<file path="src/rtl/serial_adder_pkg.sv">
// Shared types and helpers for the bit-serial adder.
package serial_adder_pkg;

    // Controller states of the serial adder
    typedef enum logic [1:0] {
        IDLE = 2'd0,
        RUN  = 2'd1,
        DONE = 2'd2
    } state_t;

    // Widest operand the adder is meant to be built with
    localparam int MAX_WIDTH = 64;

    // Bit counter width: wide enough to hold WIDTH-1 with one bit of headroom
    function automatic int cnt_width(input int width);
        return $clog2(width) + 1;
    endfunction

endpackage

</file>
<file path="src/rtl/double_half_adder.sv">
// One-bit full adder composed of two half adders; the bit-slice datapath
// of the serial adder.
module double_half_adder (
    input  logic a_i,
    input  logic b_i,
    input  logic c_i,
    output logic s_o,
    output logic c_o
);

    logic half_sum;
    logic half_carry_ab;
    logic half_carry_pc;

    // First half adder combines the operand bits
    assign half_sum      = a_i ^ b_i;
    assign half_carry_ab = a_i & b_i;

    // Second half adder folds in the incoming carry
    assign s_o           = half_sum ^ c_i;
    assign half_carry_pc = half_sum & c_i;

    // Either half adder may generate the carry-out; never both at once
    assign c_o           = half_carry_ab | half_carry_pc;

endmodule

</file>
<file path="src/rtl/serial_adder.sv">
// Bit-serial WIDTH-bit adder: one bit per clock, LSB first, with valid/ready
// handshakes on both the operand and the result side.
// Optional feature: define SERIAL_ADDER_OVF_EN to add the signed overflow
// output ovf_o.
module serial_adder
    import serial_adder_pkg::*;
#(
    parameter int WIDTH = 8
) (
    input  logic             clk_i,
    input  logic             rst_ni,
    input  logic             valid_i,
    output logic             ready_o,
    input  logic [WIDTH-1:0] a_i,
    input  logic [WIDTH-1:0] b_i,
    input  logic             c_i,
    output logic             valid_o,
    input  logic             ready_i,
    output logic [WIDTH-1:0] sum_o,
    output logic             c_o
`ifdef SERIAL_ADDER_OVF_EN
    ,
    output logic             ovf_o
`endif
);

    localparam int             CNT_W    = cnt_width(WIDTH);
    localparam logic [CNT_W-1:0] LAST_CNT = CNT_W'(WIDTH - 1);
    localparam logic [CNT_W-1:0] CNT_ONE  = CNT_W'(1);

    state_t           state_q;
    state_t           state_d;

    logic [WIDTH-1:0] a_q;
    logic [WIDTH-1:0] b_q;
    logic [WIDTH-1:0] s_q;
    logic [WIDTH-1:0] s_shift;
    logic             carry_q;
    logic [CNT_W-1:0] cnt_q;

    logic             fa_s;
    logic             fa_c;
    logic             accept;
    logic             last_bit;

    // The full adder always looks at the current LSBs and the carry flop
    double_half_adder u_bit_slice (
        .a_i (a_q[0]),
        .b_i (b_q[0]),
        .c_i (carry_q),
        .s_o (fa_s),
        .c_o (fa_c)
    );

    assign accept   = valid_i && (state_q == IDLE);
    assign last_bit = (cnt_q == LAST_CNT);

    // New sum bit enters at the MSB so that after WIDTH shifts bit 0 sits at the LSB
    generate
        if (WIDTH == 1) begin : g_shift_single
            assign s_shift = fa_s;
        end else begin : g_shift_multi
            assign s_shift = {fa_s, s_q[WIDTH-1:1]};
        end
    endgenerate

    // Controller state register
    always_ff @(posedge clk_i or negedge rst_ni) begin
        if (!rst_ni) begin
            state_q <= IDLE;
        end else begin
            state_q <= state_d;
        end
    end

    // Next-state and handshake outputs; result acceptance and new requests never share a cycle
    always_comb begin
        state_d = state_q;
        ready_o = 1'b0;
        valid_o = 1'b0;
        case (state_q)
            IDLE: begin
                ready_o = 1'b1;
                if (valid_i) begin
                    state_d = RUN;
                end
            end
            RUN: begin
                if (last_bit) begin
                    state_d = DONE;
                end
            end
            DONE: begin
                valid_o = 1'b1;
                if (ready_i) begin
                    state_d = IDLE;
                end
            end
            default: begin
                state_d = IDLE;
            end
        endcase
    end

    // Operand shift registers, sum register, carry flop and bit counter
    always_ff @(posedge clk_i or negedge rst_ni) begin
        if (!rst_ni) begin
            a_q     <= '0;
            b_q     <= '0;
            s_q     <= '0;
            carry_q <= 1'b0;
            cnt_q   <= '0;
        end else begin
            case (state_q)
                IDLE: begin
                    if (accept) begin
                        a_q     <= a_i;
                        b_q     <= b_i;
                        s_q     <= '0;
                        carry_q <= c_i;
                        cnt_q   <= '0;
                    end
                end
                RUN: begin
                    a_q     <= a_q >> 1;
                    b_q     <= b_q >> 1;
                    s_q     <= s_shift;
                    carry_q <= fa_c;
                    cnt_q   <= cnt_q + CNT_ONE;
                end
                default: begin
                    a_q     <= a_q;
                    b_q     <= b_q;
                    s_q     <= s_q;
                    carry_q <= carry_q;
                    cnt_q   <= cnt_q;
                end
            endcase
        end
    end

    assign sum_o = s_q;
    assign c_o   = carry_q;

`ifdef SERIAL_ADDER_OVF_EN
    logic msb_carry_q;

    // Remember the carry going into the MSB; overflow is it differing from the carry out
    always_ff @(posedge clk_i or negedge rst_ni) begin
        if (!rst_ni) begin
            msb_carry_q <= 1'b0;
        end else if (accept) begin
            msb_carry_q <= 1'b0;
        end else if ((state_q == RUN) && last_bit) begin
            msb_carry_q <= carry_q;
        end
    end

    assign ovf_o = msb_carry_q ^ carry_q;
`endif

endmodule

</file>
<file path="config.mk">
export PLATFORM = sky130hd
export DESIGN_NAME = serial_adder
export DESIGN_NICKNAME = d
export VERILOG_FILES = /design/src/rtl/serial_adder_pkg.sv /design/src/rtl/double_half_adder.sv /design/src/rtl/serial_adder.sv
export SDC_FILE = /design/constraint.sdc
export NUM_CORES = 1
export LEC_CHECK = 0
export ABC_AREA = 0
export CAP_MARGIN = 10
export CORE_UTILIZATION = 45
export DETAILED_ROUTE_END_ITERATION = 10
export PLACE_DENSITY = 0.83
export SYNTH_ARGS = -nofsm -noshare
export SYNTH_HDL_FRONTEND = slang
export SYNTH_SLANG_ARGS = --single-unit
</file>
<file path="constraint.sdc">
create_clock -name clk_i -period 1.1 [get_ports clk_i]
set_input_delay 0.22 -clock clk_i [delete_from_list [all_inputs] [get_ports clk_i]]
set_output_delay 0.22 -clock clk_i [all_outputs]
set_load 0.005 [all_outputs]
</file>
==> reports/qor.txt <==
crit path capture type -> output pin
later-pin clock latency in the skew report -> 330 ps
Initial Utilization -> 0.478
hold_ws -> 238 ps
Net Sw Frac -> 0.355
Iteration-0 DRC Markers -> 44
Routed WL -> 4.46 mm
most numerous cell in the Yosys netlist -> dfrtp_1
clock sink count -> 31
CP Class -> register to output pin
maximum vdd drop -> 0.00126 V
CTS tree -> yes
DRT antenna net count -> 0
total grt overflow -> 0
WL/cell -> 17.1 um
first-pass GRT wire length -> 6.52 mm
clk_skew -> 11.6 ps
via count -> 1431
Slew @ Worst Pin -> 273 ps
Fin. Hold Viols -> 0
Tot Pwr -> 5.82 mW
post-place setup slack -> -470 ps
Hold Crit Class -> input pin to async pin
Yosys top cell area share -> 0.527
status -> complete, but fails checks
largest net degree at the start of global routing -> 32
number of buffers added on ports -> 31
HPWL after detailed placement -> 2.57 mm
antenna cells -> 0
final net count -> 239
H-tree Lvls -> 2
fin cells -> 261
row count -> 20
Flop pwr share -> 0.327
CP Launch Type -> register
max-cap viol count -> 0
worst path required time -> 880 ps
initial antenna violation count -> 0
Cells after DPL -> 232
Psw -> 2.06 mW
Logic pwr share -> 0.540
register area share after synthesis -> 0.527
final worst-path setup slack -> -279 ps
drt pass-1 iters -> 4
Mapped Avg Cell Area -> 10.4 sq um
GPL Wtd Cong -> 0.755
filler cell count -> 195
Multi-input gate area -> 772 sq um
die area -> 3510 sq um
Async S/R FF share, synth -> 1.00
via/cell ratio -> 5.48
Clock Power Share -> 0.133
fin crit share -> 1.25
Storage cell area -> 776 sq um
Netlist cell types -> 25
RSZ-0062 raised after global routing -> yes
internal power -> 3.75 mW
CORE AREA -> 3080 sq um
leakage -> 1.10 nW
Post-synth top flop -> dfrtp_1
Syn Inst Count -> 141
IO Pins -> 32
crit path max fanout -> 4
GRT Resource Usage Total -> 0.258
area growth from synthesis to layout -> 62.1%
Inserted Clock Buffers -> 5
Die X-Extent -> 59.2 um
failing checks -> negative setup slack
die height -> 59.2 um
minimum clock period -> 1380 ps
vias in the first global route -> 1436
Root Driver -> clkbuf_4
syn_nets -> 164
EDFF count, synth -> 0
r2r setup slk -> -270 ps
Slew Limit Fails -> 0
largest area contributor in the netlist -> dfrtp_1
P per Cell Area -> 2440 nW/um^2
Final Setup Violations -> 34
Fmax achieved -> 0.725 GHz
crit path DAT -> 1160 ps
share of layout cells above drive strength 1 -> 0.429
Synth top cells by count -> dfrtp_1 (31), a21oi_1 (15), a22oi_1 (15), nor2b_1 (12)
Cell Area, Synth -> 1470 sq um
Relative slew margins -> 0.817
CTS Buffer Depth -> 2
Sum Neg Setup Slack -> -6790 ps
Worst-path clk slew -> 110 ps
Ys Warns -> 0
synthesized flop and latch total -> 31
DRC -> 0
top cells by area, synth -> dfrtp_1 (53%), a22oi_1 (7.6%), a22o_1 (5.9%), a21oi_1 (5.1%), nor2b_1 (5.1%)
cell type report:
| type | instances | share of cell area |
|---|---|---|
| Clock buffer | 7 | 0.0273 |
| Inverter | 4 | 0.00629 |
| Clock inverter | 1 | 0.00314 |
| Tap cell | 44 | 0.0231 |
| Sequential cell | 31 | 0.325 |
| Timing Repair Buffer | 77 | 0.292 |
| Multi-Input combinational cell | 97 | 0.323 |
cell families after synthesis:
kind of cell	synth area share
muxes	0.00765
and+or+nand+nor	0.110
AOI/OAI and AO/OA	0.285
DFF	0.527
buffers and inverters	0.0484
adders and majority gates	0.0221
worst paths after layout:
path	start	end	depth (start not counted)
worst max-delay path	state_q[1]	ready_o	4
worst min-delay path	rst_ni	sum_o[6]	2
worst max register to register	state_q[1]	sum_o[3]	6
worst min register to register	cnt_q[3]	cnt_q[3]	1
max in group asynchronous	rst_ni	state_q[0]	2
min in group clk_i	b_i[3]	b_q[3]	3
per-layer routing:
metal	vias to the layer above	GRT usage	wire length (um)	part of all wire
met4	0	0.0782	60	0.013
met2	52	0.438	2380	0.53
met3	9	0.0830	243	0.054
met5	-	0	0	0
met1	710	0.312	1770	0.40
li1	660	-	-	-
worst max-delay path, cell delays in order, from the launching register on:
cell     delay, ps
dfrtp_1        410
buf_6          120
buf_6          120
nor2_4          70
buf_2          110
power groups by stage:
| stage | Clock [mW] | Sequential, mW | Combinational [mW] |
|---|---|---|---|
| 2_1_floorplan | 0 | 1.89 | 1.17 |
| 3_3_place_gp | 0 | 1.89 | 2.15 |
| 3_5_place_dp | 0 | 1.92 | 2.28 |
| 4_1_cts | 0.787 | 1.88 | 2.77 |
| 5_1_grt | 0.858 | 1.96 | 3.36 |
| 6_report | 0.776 | 1.90 | 3.14 |
repair_timing:
action,in CTS,in global routing
cloned,2,0
pin swaps,6,32
resized for setup,78,20
buffers inserted,15,6
hold buffers,0,0
endpoints found under the setup margin,42,42
sequential cells by signal (all words and copies together), names as in the netlist:
signal and flops:
a_q 8, b_q 8, sum_o 8, cnt_q 4, state_q 2, c_o 1
cells in the final DEF (no fill, tap or decap), types with 3 or more instances in the layout:
cell	synthesis	routed
dfrtp_1	31	31
buf_4	1	30
clkdlybuf4s50_1	0	20
o21ai_1	10	17
a22oi_1	15	13
buf_6	1	13
a21oi_2	0	11
nor2b_1	12	10
a22o_1	10	10
buf_2	6	10
nand2_1	5	5
clkbuf_4	0	5
and2b_1	4	4
inv_1	4	3
nor2b_4	0	3
a2bb2oi_2	0	3
a21oi_1	15	3
buf_12	0	3
through the flow:
step | utilization | area, sq um
CTS | 0.737 | 2270
global placement | 0.652 | 2010
detailed placement | 0.652 | 2010
finish | 0.776 | 2390
global route | 0.776 | 2390
floorplan | - | 1480
Note: power is estimated with default switching activity, not from simulation.
